--- src/rtl/tnn_neuron_seq_if.sv ---
`default_nettype none
// ============================================================================
// Module   : tnn_neuron_seq_if
// Brief    : Vector-in / result-out handshake bundle for tnn_neuron_seq.
//            master = producer/consumer side, slave = neuron side.
// Revision : 1.0 - initial release
// ============================================================================
interface tnn_neuron_seq_if #(
  parameter int N_IN  = 9,
  parameter int IN_W  = 2,
  parameter int ACC_W = 8
);
  logic                   in_valid;
  logic                   in_ready;
  logic [N_IN*IN_W-1:0]   in_data;
  logic [2*N_IN-1:0]      in_weight;
  logic [ACC_W-1:0]       in_thresh;
  logic                   out_valid;
  logic                   out_ready;
  logic                   out_class;
  logic [ACC_W-1:0]       out_score;

  modport master (
    output in_valid, in_data, in_weight, in_thresh, out_ready,
    input  in_ready, out_valid, out_class, out_score
  );

  modport slave (
    input  in_valid, in_data, in_weight, in_thresh, out_ready,
    output in_ready, out_valid, out_class, out_score
  );
endinterface
`default_nettype wire

--- src/rtl/tnn_neuron_seq.sv ---
`default_nettype none
// ============================================================================
// Module   : tnn_neuron_seq
// Brief    : Sequential ternary-weight neuron. Latches a feature vector,
//            accumulates LANES weighted inputs per cycle, then holds the
//            signed score and the (score > threshold) decision until consumed.
// Revision : 1.0 - initial release
// ============================================================================
module tnn_neuron_seq #(
  parameter int N_IN  = 9,
  parameter int IN_W  = 2,
  parameter int LANES = 1,
  parameter int ACC_W = 8
) (
  input  logic              clk,
  input  logic              rst_n,
  tnn_neuron_seq_if.slave   bus
);

  localparam int     N_GRP   = N_IN / LANES;
  localparam int     GW      = (N_GRP > 1) ? $clog2(N_GRP) : 1;
  localparam longint MAX_MAG = longint'(N_IN) * ((longint'(1) << IN_W) - 1);
  localparam longint ACC_MAX = (longint'(1) << (ACC_W - 1)) - 1;

  // Reject configurations that cannot be processed in whole groups or
  // whose accumulator could overflow.
  generate
    if (N_IN % LANES != 0) begin : g_bad_lanes
      $error("tnn_neuron_seq: N_IN must be a multiple of LANES");
    end
    if (ACC_MAX < MAX_MAG) begin : g_bad_acc_w
      $error("tnn_neuron_seq: ACC_W too narrow for N_IN*(2^IN_W-1)");
    end
  endgenerate

  typedef enum logic [1:0] {
    IDLE  = 2'd0,
    ACCUM = 2'd1,
    DONE  = 2'd2
  } state_t;

  state_t                   state;
  logic [N_IN*IN_W-1:0]     data_q;
  logic [2*N_IN-1:0]        weight_q;
  logic signed [ACC_W-1:0]  thresh_q;
  logic signed [ACC_W-1:0]  acc;
  logic [GW-1:0]            grp;

  logic                     in_ready_q;
  logic                     out_valid_q;
  logic                     out_class_q;
  logic [ACC_W-1:0]         out_score_q;

  logic signed [ACC_W-1:0]  term;
  logic signed [ACC_W-1:0]  group_sum;
  logic signed [ACC_W-1:0]  acc_next;

  // Weighted sum of the current LANES-wide group; codes 00/10 contribute 0.
  always_comb begin
    term      = '0;
    group_sum = '0;
    for (int l = 0; l < LANES; l++) begin
      term = ACC_W'(data_q[(int'(grp) * LANES + l) * IN_W +: IN_W]);
      case (weight_q[2 * (int'(grp) * LANES + l) +: 2])
        2'b01:   group_sum = group_sum + term;
        2'b11:   group_sum = group_sum - term;
        default: group_sum = group_sum;
      endcase
    end
    acc_next = acc + group_sum;
  end

  // Control FSM with registered handshake and result outputs.
  always_ff @(posedge clk or negedge rst_n) begin
    if (!rst_n) begin
      state       <= IDLE;
      data_q      <= '0;
      weight_q    <= '0;
      thresh_q    <= '0;
      acc         <= '0;
      grp         <= '0;
      in_ready_q  <= 1'b1;
      out_valid_q <= 1'b0;
      out_class_q <= 1'b0;
      out_score_q <= '0;
    end else begin
      case (state)
        IDLE: begin
          if (bus.in_valid) begin
            data_q     <= bus.in_data;
            weight_q   <= bus.in_weight;
            thresh_q   <= bus.in_thresh;
            acc        <= '0;
            grp        <= '0;
            in_ready_q <= 1'b0;
            state      <= ACCUM;
          end
        end
        ACCUM: begin
          acc <= acc_next;
          if (grp == GW'(N_GRP - 1)) begin
            // grp is left on the last group so it never indexes past N_IN.
            out_valid_q <= 1'b1;
            out_score_q <= acc_next;
            out_class_q <= (acc_next > thresh_q);
            state       <= DONE;
          end else begin
            grp <= grp + 1'b1;
          end
        end
        DONE: begin
          if (bus.out_ready) begin
            out_valid_q <= 1'b0;
            in_ready_q  <= 1'b1;
            state       <= IDLE;
          end
        end
        default: begin
          state <= IDLE;
        end
      endcase
    end
  end

  assign bus.in_ready  = in_ready_q;
  assign bus.out_valid = out_valid_q;
  assign bus.out_class = out_class_q;
  assign bus.out_score = out_score_q;

`ifndef SYNTHESIS
  a_result_stable: assert property (@(posedge clk) disable iff (!rst_n)
    (bus.out_valid && !bus.out_ready) |=> ($stable(bus.out_score) && $stable(bus.out_class)));

  a_ready_valid_excl: assert property (@(posedge clk) disable iff (!rst_n)
    !(bus.in_ready && bus.out_valid));
`endif

endmodule
`default_nettype wire

--- src/flat_wrapper.sv ---
// flat-port wrapper written by rule: the top's interface ports become plain ports
module tnn_neuron_seq_flat 
#(
  parameter int N_IN  = 9,
  parameter int IN_W  = 2,
  parameter int LANES = 1,
  parameter int ACC_W = 8
)
  (clk, rst_n, bus_in_valid, bus_in_data, bus_in_weight, bus_in_thresh, bus_out_ready, bus_in_ready, bus_out_valid, bus_out_class, bus_out_score);
  tnn_neuron_seq_if #(.N_IN(N_IN), .IN_W(IN_W), .ACC_W(ACC_W)) bus_i ();
  input  logic clk;
  input  logic rst_n;
  input wire logic [$bits(bus_i.in_valid)-1:0] bus_in_valid;
  input wire logic [$bits(bus_i.in_data)-1:0] bus_in_data;
  input wire logic [$bits(bus_i.in_weight)-1:0] bus_in_weight;
  input wire logic [$bits(bus_i.in_thresh)-1:0] bus_in_thresh;
  input wire logic [$bits(bus_i.out_ready)-1:0] bus_out_ready;
  output wire logic [$bits(bus_i.in_ready)-1:0] bus_in_ready;
  output wire logic [$bits(bus_i.out_valid)-1:0] bus_out_valid;
  output wire logic [$bits(bus_i.out_class)-1:0] bus_out_class;
  output wire logic [$bits(bus_i.out_score)-1:0] bus_out_score;
  assign bus_i.in_valid = bus_in_valid;
  assign bus_i.in_data = bus_in_data;
  assign bus_i.in_weight = bus_in_weight;
  assign bus_i.in_thresh = bus_in_thresh;
  assign bus_i.out_ready = bus_out_ready;
  assign bus_in_ready = bus_i.in_ready;
  assign bus_out_valid = bus_i.out_valid;
  assign bus_out_class = bus_i.out_class;
  assign bus_out_score = bus_i.out_score;
  tnn_neuron_seq #(.N_IN(N_IN), .IN_W(IN_W), .LANES(LANES), .ACC_W(ACC_W)) u_core (.clk(clk), .rst_n(rst_n), .bus(bus_i));
endmodule
--- config.mk ---
export PLATFORM = sky130hd
export DESIGN_NAME = tnn_neuron_seq_flat
export DESIGN_NICKNAME = d
export VERILOG_FILES = /design/src/rtl/tnn_neuron_seq_if.sv /design/src/rtl/tnn_neuron_seq.sv /design/src/flat_wrapper.sv
export SDC_FILE = /design/constraint.sdc
export NUM_CORES = 1
export LEC_CHECK = 0
export ABC_AREA = 1
export CORE_MARGIN = 8
export CORE_UTILIZATION = 48
export CTS_CLUSTER_SIZE = 14
export DETAILED_ROUTE_END_ITERATION = 7
export HOLD_SLACK_MARGIN = 0.02
export PLACE_DENSITY = 0.73
export SLEW_MARGIN = 40
export SYNTH_ARGS = -nofsm -noshare
export SYNTH_HDL_FRONTEND = slang
export SYNTH_SLANG_ARGS = --single-unit
--- constraint.sdc ---
create_clock -name clk -period 3.47 [get_ports clk]
set_input_delay 0.694 -clock clk [delete_from_list [all_inputs] [get_ports clk]]
set_output_delay 0.694 -clock clk [all_outputs]
set_load 0.03 [all_outputs]
### Word-level counts from Yosys, hierarchy flattened

Cells that the tools add are included.

| operators by class | value |
|---|---|
| $add $sub $neg | 3 |
| magnitude comparators | 1 |
| equal/unequal tests | 9 |
| shift operators | 2 |
| multiplexer cells | 16 |
| reduce and logical (&&, ||, !) cells | 11 |

Operators with widths:

| operator | count |
|---|---|
| 18-bit by 6-bit indexed part select with 2-bit output | 2 |
| 8-bit case mux with 2 select lines | 2 |
| 3-bit AND reduction | 4 |
| 8-bit adder | 1 |
| 8-bit > comparator | 1 |
| 4-bit two-way mux | 2 |
| 8-bit two-way mux | 1 |
| 4-bit case mux with 2 select lines | 1 |
| 2-bit two-way mux | 3 |
| 2-bit != test (second input constant) | 3 |
| 2-bit case mux with 3 select lines | 1 |
| 2-bit AND reduction | 3 |
| 2-bit nonzero test | 3 |
| 4-bit by 1-bit adder with 4-bit output (second input constant) | 1 |
| 2-bit by 1-bit equality test with 1-bit output (second input constant) | 2 |
| 2-bit equality test (second input constant) | 2 |
| 4-bit equality test (second input constant) | 1 |
| 1-bit two-way mux | 4 |
| 1-bit case mux with 2 select lines | 2 |
| 1-bit by 2-bit subtractor with 3-bit output (first input constant) | 1 |
| 2-bit zero test | 1 |
| 2-bit by 1-bit != test with 1-bit output (second input constant) | 1 |

| storage, ports and cells | value |
|---|---|
| bits in registers | 69 |
| bits of input ports | 48 |
| output and inout bits | 11 |
| word-level logic and storage cells | 52 |

### Logic depth before layout (Yosys ltp)

Gate-level depths: netlist (run 1).

| logic depth | value |
|---|---|
| word-level depth | 5 |
| gate-level depth with buffers | 26 |

### Least setup slack after synthesis (run 1)

No wires, ideal clock.

| path | value |
|---|---|
| path kind | reg2reg |
| start point | reg u_core.grp[0] |
| end point | reg u_core.out_class_q (netlist: u_core.bus.out_class) |
| library setup time | 65 ps |
| data arrival time | 3591 ps |
| slack | -186 ps |
| stages on the path, launching flop included | 26 |
| path buffers | 1 |
| period minus slack after synthesis | 3656 ps |
| cells stage by stage | dfrtp_1 -> inv_1 -> buf_2 -> o21ai_0 -> o221ai_1 -> o211ai_1 -> o21ai_0 -> inv_1 -> ha_1 -> o21ai_0 -> a21oi_1 -> fa_1 -> nand3_1 -> nand2_1 -> nand2_1 -> nand2_1 -> a21oi_1 -> xor2_1 -> inv_1 -> ha_1 -> nand2_1 -> o21ai_0 -> a21oi_1 -> xor2_1 -> nand3_1 -> nand2_1 |

| on the way | value |
|---|---|
| word-level cells in the longest chain between the ends | 5 |

RTL lines:

| element | RTL line | RTL |
|---|---|---|
| from (decl) | tnn_neuron_seq.sv:47 | `logic [GW-1:0] grp;` |
| from (signal assigned) | tnn_neuron_seq.sv:108 | `grp <= grp + 1'b1;` |
| 18-bit by 6-bit indexed part select with 2-bit output, on equally long branches | tnn_neuron_seq.sv:63, tnn_neuron_seq.sv:64 |  |
| 1-bit by 2-bit subtractor with 3-bit output (tied with other cells) | tnn_neuron_seq.sv:66 | `2'b11: group_sum = group_sum - term;` |
| 8-bit case mux with 2 select lines (*) | tnn_neuron_seq.sv:64 | `case (weight_q[2 * (int'(grp) * LANES + l) +: 2])` |
| 8-bit adder (*) | tnn_neuron_seq.sv:70 | `acc_next = acc + group_sum;` |
| via u_core.acc_next[6] | tnn_neuron_seq.sv:56 | `logic signed [ACC_W-1:0] acc_next;` |
| 8-bit > comparator (*) | tnn_neuron_seq.sv:105 | `out_class_q <= (acc_next > thresh_q);` |
| to (signal assigned) | tnn_neuron_seq.sv:105 |  |
| to (decl) | tnn_neuron_seq.sv:51 | `logic out_class_q;` |

The timed path passes the listed nets; every way through them passes the cells marked *.
A chain may end at the register's enable or synchronous reset.

### Worst setup path in the final report (run 1)

| path | value |
|---|---|
| start point | reg u_core.grp[1] |
| end point | reg u_core.out_class_q (netlist: u_core.bus.out_class) |

The elaborated chain is that of the path after synthesis.

==> results.py, run 1 <==
metrics = {
    "run_status": {
        "status": "complete, but fails checks",
        "violations": "setup timing",
    },
    "die": {
        "die-height_um": 102,
        "die_x_um": 102,
        "fp-row-count": 31,
        "die_area_mm2": 0.0103,
        "io_pins": 59,
        "start_util_pct": 49.1,
        "core_area_mm2": 0.00718,
    },
    "critical_path": {
        "r2r-start": "u_core.grp[1]",
        "critPathKind": "flop to flop",
        "path_buf_inv": 3,
        "cp_top_family": "compound AO/OA/AOI/OAI gates",
        "critPathSlowestCell": "dfrtp_2",
        "critical_path.max_stage_delay_ns": 0.48,
        "cp_max_fo": 7,
        "rr_worst_depth": 23,
        "regToRegSetupSlack_ns": -0.25,
        "startpoint_type": "flop",
        "r2r_end": "u_core.bus.out_class",
        "cp-end-kind": "flop",
        "crit_arrival_ns": 4.01,
        "crit_required_ns": 3.76,
        "crit_chain": "inv_2, o21ai_0, o221ai_1, o211ai_1, o21ai_1, inv_1, ha_4, o21ai_2, a21oi_2, ha_1, nand3_1, nand2_2, a21oi_1, o21ai_1, xor2_1, inv_1, ha_4, a21oi_4, o21ai_2, a21oi_2, xor2_1, nand3_1, nand2_1",
    },
    "global_route": {
        "antenna_found_initial": 0,
        "grt_use_total_pct": 18.0,
        "grt_max_degree": 38,
        "grt-ovfl-total": 0,
        "grt_pass1_wl_mm": 14.7,
        "grt_pass1_vias": 3183,
    },
    "layout": {
        "diodes": 0,
        "drive_gt1_share_pct": 18.9,
        "syn_to_final_growth_pct": 38.6,
        "final_util_pct": 68.0,
        "fin_cells": 639,
        "nets": 602,
    },
    "cts": {
        "ctsHoldBuffers": 0,
        "cts.htree.levels": 3,
        "cts-buffers-inserted": 9,
        "cts_tree": "built",
        "path_clk_slew_ns": 0.07,
        "clock_path_buffers": 2,
        "ctsRootBufferMaster": "clkbuf_8",
        "clock_sinks": 69,
        "clk_latency_ns": 0.35,
    },
    "detailed_routing": {
        "antenna_left": 0,
        "routed_via_density": 5.05,
        "drc_errors": 0,
        "drt_iter0_drc": 149,
        "dr.pass1.iters": 4,
        "wl_per_cell_um": 14.1,
        "routed_wl_mm": 9.01,
        "num_vias": 3226,
    },
    "power_and_ir_drop": {
        "ir_worst_vdd_uv": 551,
        "powerDensity_mw_per_mm2": 1190,
        "power_mw": 5.82,
        "leakagePower_nw": 2.41,
    },
    "sta": {
        "rsz0062_at_grt": "yes",
        "hold_viol": 0,
        "clock.fmax_mhz": 269,
        "tightestPinTransition_ns": 0.569,
        "period_share_pct": 107,
        "skew_ns": 0.00634,
        "drv_slew": 0,
        "setup_ws_ns": -0.250,
        "relSlewSlack_pct": 61.9,
        "period_minus_slack_ns": 3.72,
        "fin_hold_ws_ns": 0.358,
        "setup_viol": 1,
    },
    "logic_synthesis": {
        "muxShareOfSynthArea_pct": 0,
        "synth_seq_cells": 69,
        "syn-mean-instance-area_um2": 8.00,
        "ys_async_sr_fraction_pct": 100,
        "ys.flop_type": "dfrtp_1",
        "synth-edff-count": 0,
        "synth_xor_area_share_pct": 1.24,
        "synth.net_count": 507,
        "netlist_top_cells_area": "dfrtp_1 (48%), nand2_1 (17%), o21ai_0 (7.4%)",
        "synth_compound_area_share_pct": 10.9,
        "synth_common_cells": "nand2_1 (155), dfrtp_1 (68), o21ai_0 (52), inv_1 (50)",
        "synth_top_area_share_pct": 48.3,
        "netlist_instances": 440,
        "synth-simple-area-share_pct": 23.9,
        "syn_area_mm2": 0.00352,
        "ys_warn_count": 0,
        "synth.most_common_cell": "nand2_1",
        "seq_area_frac_synth_pct": 49.1,
        "yosys.area_share.adder_pct": 6.96,
        "synth_top_family_by_area": "simple AND/OR/NAND/NOR gates",
        "synth_largest_area_cell": "dfrtp_1",
        "ys_types": 28,
    },
    "placed_design": {
        "dp_hpwl_mm": 6.37,
        "place_ws_ns": -0.367,
        "gp_congestion": 0.920,
        "portBuffers": 58,
        "post-place-cells": 615,
    },
    "run": {
        "cap_violations": 0,
    },
    "min_path": {
        "hold_path.class": "primary input to asynchronous set/reset pin",
    },
}
-- kinds of logic (layout without fill, tap and decap cells) --
kind of cell | after synthesis | in the layout
xor+xnor | 5 | 5
flops | 69 | 69
simple gates | 206 | 206
buf+inv | 68 | 168
fa+ha+maj | 19 | 19
compound gates | 73 | 73
-- registers in the layout, summed over array words and instances, names as in the netlist --
signal	count
u_core.bus.out_class	1
u_core.bus.in_ready	1
u_core.grp	4
u_core.thresh_q	8
u_core.state	2
u_core.data_q	18
u_core.weight_q	18
u_core.acc	8
u_core.bus.out_score	8
u_core.bus.out_valid	1
-- area by class of cell --
| type | count | area (µm²) |
|---|---|---|
| timing repair buffer | 99 | 900 |
| multi-input combinational | 303 | 1710 |
| inverter | 53 | 204 |
| tap | 99 | 124 |
| sequential | 69 | 1730 |
| clock buffer | 12 | 165 |
| fill | 566 | 2290 |
| clock inverter | 4 | 45.0 |
-- placed cells by master (no fill, tap or decap), drive strengths merged --
cell / instances
xor2: 5
buf: 42
and2: 1
dfstp: 1
fa: 1
a31oi: 1
inv: 52
a21oi: 13
clkbuf: 12
nor4: 1
nor2: 21
nor3: 1
o221ai: 3
o31ai: 1
nor3b: 1
nand4: 2
dfrtp: 68
clkdlybuf4s50: 57
o211ai: 1
bufinv: 1
o21ai: 53
nand3: 22
ha: 18
o22ai: 1
nand2: 157
clkinv: 4
-- what timing repair did --
action	CTS	global route
setup buffers	8	1
endpoints found under the hold margin	0	0
gates resized for setup	15	30
setup endpoints to repair	1	3
pin swaps	8	20
-- worst reg2reg max path, delay by kind of cell, from the launching register on --
| kind | cells | cell delay, ns |
|---|---|---|
| buffers and inverters | 3 | 0.32 |
| xor gates and xnor gates | 2 | 0.40 |
| DFF | 1 | 0.48 |
| AOI/OAI and AO/OA | 11 | 1.36 |
| and+or+nand+nor | 4 | 0.36 |
| adders and majority gates | 3 | 0.77 |
-- worst max path at each step --
stage,from,to,cells after the start
4_1_cts,u_core.grp[1],u_core.bus.out_class,24
2_1_floorplan,u_core.grp[0],u_core.bus.out_class,23
3_3_place_gp,u_core.grp[0],u_core.bus.out_class,24
5_1_grt,u_core.grp[1],u_core.bus.out_class,23
6_report,u_core.grp[1],u_core.bus.out_class,23
3_5_place_dp,u_core.grp[0],u_core.bus.out_class,24
-- stage by stage --
step | TNS, ns | area [µm²]
finish | -0.250 | 4880
global route | -0.578 | 4880
detailed placement | -0.367 | 4420
CTS | -0.196 | 4740
global placement | -0.199 | 4400
floorplan | 0 | 3550
-- where the power goes --
group	internal [mW]	switching [mW]
Sequential	1.19	0.230
Combinational	1.68	2.04
Clock	0.387	0.295
Total	3.26	2.56
-- metal layers --
metal | vias to the layer above | share of wire, % | global-route usage [%]
met1 | 1527 | 46 | 24.8
met3 | 18 | 4.9 | 3.99
met2 | 91 | 47 | 26.4
li1 | 1590 | - | -
met5 | - | 0 | 0
met4 | 0 | 2.0 | 8.13
No activity file was read; power rests on OpenSTA's default activity.
==> run 2, diff against run 1 <==
--- a/config.mk
+++ b/config.mk
@@ -6,12 +6,14 @@
 export NUM_CORES = 1
 export LEC_CHECK = 0
 export ABC_AREA = 1
+export CAP_MARGIN = 30
 export CORE_MARGIN = 8
-export CORE_UTILIZATION = 48
+export CORE_UTILIZATION = 52
 export CTS_CLUSTER_SIZE = 14
 export DETAILED_ROUTE_END_ITERATION = 7
+export DONT_BUFFER_PORTS = 1
 export HOLD_SLACK_MARGIN = 0.02
-export PLACE_DENSITY = 0.73
+export PLACE_DENSITY = 0.67
 export SLEW_MARGIN = 40
 export SYNTH_ARGS = -nofsm -noshare
 export SYNTH_HDL_FRONTEND = slang
==> run 2 against run 1 <==
  * The flow still finishes with violations (setup timing)
  * Maximum frequency decreased by 1.8%
  * Die area decreased by 6.5%
  * Critical path depth increased by 1
  * Worst setup slack got worse by 0.068 ns
  * Critical endpoint unchanged
  * Via count decreased by 8.3%
  * Highest routed layer unchanged
  * Count of clock-buffer cells in the layout decreased by 2
  * Sequential share of layout area increased by 4.7 points
  * First-iteration DRC count decreased by 22%
  * Worst hold slack got worse by 0.32 ns
  * Final cell count decreased by 11%
  * Final area decreased by 12%
==> results.py, run 2 (synthesis gave the netlist of run 1 again) <==
metrics = {
    "critical_path": {
        "cp_top_family": "compound AO/OA/AOI/OAI gates",
        "crit_arrival_ns": 4.07,
        "crit_end": "u_core.bus.out_class",
        "cp_common_cell": "nand2_1",
        "cp_max_fo": 5,
        "critPathSlowestCell": "dfrtp_2",
        "path_buf_inv": 3,
        "critPathLaunch": "u_core.grp[0]",
        "r2r_end": "u_core.bus.out_class",
        "critPathKind": "flop to flop",
        "rr_worst_depth": 24,
        "crit_chain": "buf_6, o21ai_1, o22ai_1, o211ai_1, o21ai_2, inv_2, ha_4, o21ai_4, a21oi_4, fa_2, nand3_2, nand2_1, nand2_1, nand2_1, a21oi_2, xor2_2, inv_1, ha_1, nand2_1, nor2_1, a21oi_1, xor2_1, nand3_1, nand2_1",
        "cp-end-kind": "flop",
        "r2r-start": "u_core.grp[0]",
        "path_depth": 24,
        "regToRegSetupSlack_ns": -0.32,
        "crit_required_ns": 3.75,
        "critical_path.max_stage_delay_ns": 0.47,
        "startpoint_type": "flop",
    },
    "placed_design": {
        "gp_congestion": 0.952,
        "portBuffers": 0,
        "dp_hpwl_mm": 5.69,
    },
    "die": {
        "io_pins": 59,
        "die_x_um": 98.3,
        "die_area_mm2": 0.00966,
        "die-height_um": 98.3,
        "start_util_pct": 52.7,
        "fp-row-count": 30,
        "core_area_mm2": 0.00668,
    },
    "sta": {
        "clock.fmax_mhz": 264,
        "setup_ws_ns": -0.318,
        "setup_viol": 1,
        "skew_ns": 0.00853,
        "rsz0062_at_grt": "yes",
        "tightestPinTransition_ns": 0.610,
        "period_minus_slack_ns": 3.79,
        "relSlewSlack_pct": 59.2,
        "hold_viol": 0,
        "period_share_pct": 109,
        "fin_tns_setup_ns": -0.318,
        "drv_slew": 0,
    },
    "cts": {
        "cts-buffers-inserted": 9,
        "clk_latency_ns": 0.34,
        "clock_path_buffers": 2,
        "cts_tree": "built",
        "clock_sinks": 69,
        "ctsRootBufferMaster": "clkbuf_8",
        "cts.htree.levels": 3,
        "path_clk_slew_ns": 0.08,
    },
    "layout": {
        "reg_top3": "u_core.data_q: 18 flops, u_core.weight_q: 18 flops",
        "syn_to_final_growth_pct": 22.5,
        "layout_common_cells": "nand2_1 (152), dfrtp_1 (66), inv_1 (43)",
        "nets": 549,
        "drive_gt1_share_pct": 22.0,
        "layout_commonest_cell": "nand2_1",
        "final.fill_count": 576,
        "diodes": 0,
    },
    "min_path": {
        "hold_path.class": "primary input to asynchronous set/reset pin",
    },
    "global_route": {
        "grt_pass1_vias": 2961,
        "grt_pass1_wl_mm": 13.8,
        "grt_use_total_pct": 17.5,
        "grt_max_degree": 70,
        "grt-ovfl-total": 0,
        "antenna_found_initial": 0,
    },
    "run_status": {
        "status": "complete, but fails checks",
        "violations": "setup timing",
    },
    "detailed_routing": {
        "antenna_left": 0,
        "num_vias": 2957,
        "drc_errors": 0,
        "wl_per_cell_um": 15.1,
        "routed_via_density": 5.22,
        "drt_iter0_drc": 116,
        "dr.pass1.iters": 4,
        "routed_wl_mm": 8.57,
    },
    "run": {
        "cap_violations": 0,
    },
}
## run 2: cell count changes in the layout (fill, tap and decap cells not counted), sizes merged
| cell | previous run | this run |
|---|---|---|
| clkbuf | 12 | 10 |
| clkinvlp | 0 | 2 |
| buf | 42 | 45 |
| bufinv | 1 | 0 |
| dlygate4sd3 | 0 | 1 |
| clkdlybuf4s50 | 57 | 0 |
| inv | 52 | 53 |
## run 2: worst min path at each step
stage	endpoint	slack, ns	cells past startpoint
after detailed placement	u_core.weight_q[7]	0.40	0
final	u_core.acc[2]	0.04	0
after global placement	u_core.weight_q[15]	0.40	0
after CTS	u_core.weight_q[7]	0.02	0
after global routing	u_core.data_q[14]	0.02	0
after floorplan	u_core.acc[0]	0.40	0
## run 2: cell type report
cell class	count	area (µm²)	share of cell area [%]
Clock buffer	10	138	3.19
Multi-Input combinational cell	303	1730	40.1
Inverter	53	206	4.79
Clock inverter	6	38.8	0.899
Sequential cell	69	1730	40.1
Tap cell	80	100	2.32
Timing Repair Buffer	46	370	8.59
## run 2: per-layer routing
layer | wire [µm] | GRT usage (%) | part of all wire [%]
met1 | 3900 | 23.0 | 46
met2 | 3920 | 26.4 | 46
met3 | 544 | 4.48 | 6.3
met4 | 204 | 8.15 | 2.4
met5 | 0 | 0 | 0
## run 2: through the flow
stage / hold slack (ns) / instance area (µm²) / std cells / utilization [%] / setup slack [ns]
after detailed placement: 0.401 / 3780 / 535 / 56.6 / -0.429
final: 0.0403 / 4310 / 567 / 64.6 / -0.318
after CTS: 0.0208 / 4100 / 557 / 61.3 / -0.226
after floorplan: 0.398 / 3550 / 440 / - / 0.0223
after global placement: 0.401 / 3780 / 535 / 56.6 / -0.308
after global routing: 0.0243 / 4310 / 567 / 64.6 / -0.510
## run 2: timing repair
item | CTS | global route
setup buffers | 6 | 9
resized for setup | 22 | 36
endpoints found under the hold margin | 0 | 12
hold buffers | 0 | 1
pin swaps | 13 | 31
endpoints found under the setup margin | 1 | 1
Power of run 2 is left out: the tool's default activity adds up to more than one toggle a clock period on the data nets, which glitch-free logic cannot reach.
==> run 3, diff against run 2 <==
--- a/config.mk
+++ b/config.mk
@@ -14,7 +14,7 @@
 export DONT_BUFFER_PORTS = 1
 export HOLD_SLACK_MARGIN = 0.02
 export PLACE_DENSITY = 0.67
-export SLEW_MARGIN = 40
+export SLEW_MARGIN = 5
 export SYNTH_ARGS = -nofsm -noshare
 export SYNTH_HDL_FRONTEND = slang
 export SYNTH_SLANG_ARGS = --single-unit
==> results of run 3 <==
The final DEF is identical to that of run 2; final timing and power are the same.
Power of run 3 is left out for the same reason.
==> patch (settings of run 1) <==
Reset style: synchronous (`rst_n`), changed in one clocked block.
--- a/src/rtl/tnn_neuron_seq.sv
+++ b/src/rtl/tnn_neuron_seq.sv
@@ -73,3 +73,3 @@
   // Control FSM with registered handshake and result outputs.
-  always_ff @(posedge clk or negedge rst_n) begin
+  always_ff @(posedge clk) begin
     if (!rst_n) begin
Behaviour: differs if rst_n is asserted again (counterexample within 4 cycles, from zero or initial values and one cycle with rst_n low); with rst_n held inactive, the same outputs for 10 cycles.
==> patch against run 1 <==
The flow still finishes with violations (setup timing). Synthesized area is 4.9% lower. Routed wire length is 11% higher. Design area is 1.2% lower. Clock skew is 0.0019 ns higher. Sequential cell count stayed put. Worst setup slack better by 0.081 ns. Critical endpoint is now u_core.bus.out_class.
Power is not compared: it rests on default switching activity, and its combinational part moved more than twofold at a synthesized area within 25%.
==> patch: results (changes against run 1) <==
status complete, but fails checks (unchanged); failing checks setup timing (unchanged); post-DP HPWL 6.06 mm (was 6.37 mm); clock latency at the later pin of the worst-skew pair 0.34 ns; crit path DAT 3.89 ns (was 4.01 ns); worst-path maximum fanout 5 (was 7); initial antenna violation count 0 (unchanged); delay-heaviest family, CP compound AO/OA/AOI/OAI gates (unchanged); CP max stage cell dfxtp_4 (was dfrtp_2); min-delay worst type reg2reg (was in2async); Clock Skew 0.00819 ns (was 0.00634 ns); worst slack, placed -0.268 ns (was -0.367 ns); CP max stage delay 0.39 ns (was 0.48 ns); diode count 0 (unchanged); cts bufs inserted 9 (unchanged); CTS max path bufs 2 (unchanged); Syn Nets 535 (was 507); CTS HTree Levels 3 (unchanged); fin nets 630 (was 602); drt pass-1 iters 4 (unchanged); worst setup margin -0.170 ns (was -0.250 ns); biggest registers after layout u_core.data_q: 18 flops, u_core.weight_q: 18 flops (unchanged); largest net degree at the start of global routing 68 (was 38); Post-synth ARST share 0% (was 100%); vias in the first global route 3164 (was 3183); main flop type after synthesis dfxtp_1 (was dfrtp_1); Leak 0.00200 uW; synth top area cells dfxtp_1 (41%), o21ai_0 (9.7%), nor2_1 (9.1%) (was dfrtp_1 (48%), nand2_1 (17%), o21ai_0 (7.4%)); YS warnings 0 (unchanged); synth cell count leaders nor2_1 (81), dfxtp_1 (69), o21ai_0 (65) (was nand2_1 (155), dfrtp_1 (68), o21ai_0 (52)); Sw Share a little under a third; met2 Track Usage GR 29.2% (was 26.4%); met1 Use GR 25.0% (was 24.8%); Seq/Total Area, Yosys 41.2% (was 49.1%); layout cell share with drive strength beyond 1 22.2% (was 18.9%); met3 global-route usage 4.68% (was 3.99%); max_slew headroom 56.2% (was 61.9%); fillers 534 (was 566); Port Buf Inserts 58 (unchanged); setup TNS -0.170 ns (was -0.250 ns); gr usage total 18.7% (was 18.0%); first-pass GRT wire length 15.1 mm (was 14.7 mm); setup violators final 1 (unchanged); vias per cell 5.19 (was 5.05); gpl congestion 0.937 (was 0.920); drt wl/cell 15.1 um (was 14.1 um); CTS root buf clkbuf_8 (unchanged); number of distinct library cells after synthesis 28 (unchanged); Max VDD drop 0.306 mV; clock slew at reported path FFs 0.07 ns (about the same); drt first-iter violations 206 (was 149)
patch: changes by cell type in the layout (fill, tap and decap cells not counted), sizes merged, moves of 4 or more:
| cell | delta |
|---|---|
| a21oi | +36 |
| dfxtp | +69 |
| nand3 | -4 |
| buf | +6 |
| dfrtp | -68 |
| a211oi | +4 |
| nor2 | +60 |
| inv | +6 |
| nand2 | -95 |
| o21ai | +13 |
patch: repair_timing:
| action | 4_1_cts | 5_1_grt |
|---|---|---|
| cloned | 0 | 1 |
| pin swaps | 35 | 35 |
| setup endpoints to repair | 1 | 1 |
| buffers inserted | 6 | 8 |
| hold buffers | 0 | 0 |
| resized for setup | 49 | 39 |
patch: cells by family (layout without fill, tap and decap cells):
family | Yosys count | count (layout) | synth area share (%)
compound gates | 126 | 126 | 19.7
fa+ha+maj | 19 | 19 | 7.32
flops | 69 | 69 | 41.2
buf+inv | 81 | 180 | 9.63
simple gates | 167 | 167 | 20.5
xor+xnor | 6 | 6 | 1.57
patch: layer usage:
layer  vias up  routed length (um)
met4         0                 270
met5         -                   0
met3        25                 534
met2       125                4680
li1       1712                   -
met1      1579                4520
patch: power groups by stage:
| stage | Combinational (uW) | Sequential, uW | Clock (uW) |
|---|---|---|---|
| 2_1_floorplan | 244 | 879 | 0 |
| 3_3_place_gp | 386 | 884 | 0 |
| 3_5_place_dp | 396 | 885 | 0 |
| 4_1_cts | 453 | 870 | 556 |
| 5_1_grt | 589 | 878 | 595 |
| 6_report | 541 | 873 | 552 |
patch: path summary, 6_finish.rpt:
path | slack [ns] | to | cells past startpoint | start
worst max-delay path | -0.17 | u_core.bus.out_class | 25 | u_core.grp[0]
worst min-delay path | 0.45 | u_core.weight_q[2] | 2 | u_core.weight_q[2]
worst max register to register | -0.17 | u_core.bus.out_class | 25 | u_core.grp[0]
worst min register to register | 0.45 | u_core.weight_q[2] | 2 | u_core.weight_q[2]
patch: cell type report:
| cell class | count | area, um^2 | share of cell area, % |
|---|---|---|---|
| Inverter | 59 | 234 | 4.85 |
| Clock inverter | 2 | 10.0 | 0.208 |
| Clock buffer | 13 | 149 | 3.09 |
| Tap cell | 96 | 120 | 2.49 |
| Multi-Input combinational cell | 318 | 1960 | 40.6 |
| Timing Repair Buffer | 106 | 961 | 19.9 |
| Sequential cell | 69 | 1390 | 28.9 |
patch: metrics by stage:
step	instances	area (um^2)	util [%]	power (uW)	hold WS (ns)
finish	663	4820	71.0	1970	0.454
global route	663	4820	71.0	2060	0.487
CTS	654	4610	67.8	1880	0.458
detailed placement	633	4210	62.0	1280	0.450
global placement	633	4210	62.0	1270	0.445
floorplan	468	3360	-	1120	0.429
patch: tightest hold or removal path, stage by stage, from the launching register on:
cell	delay, ns
dfxtp_1	0.30
inv_1	0.06
a21oi_1	0.05
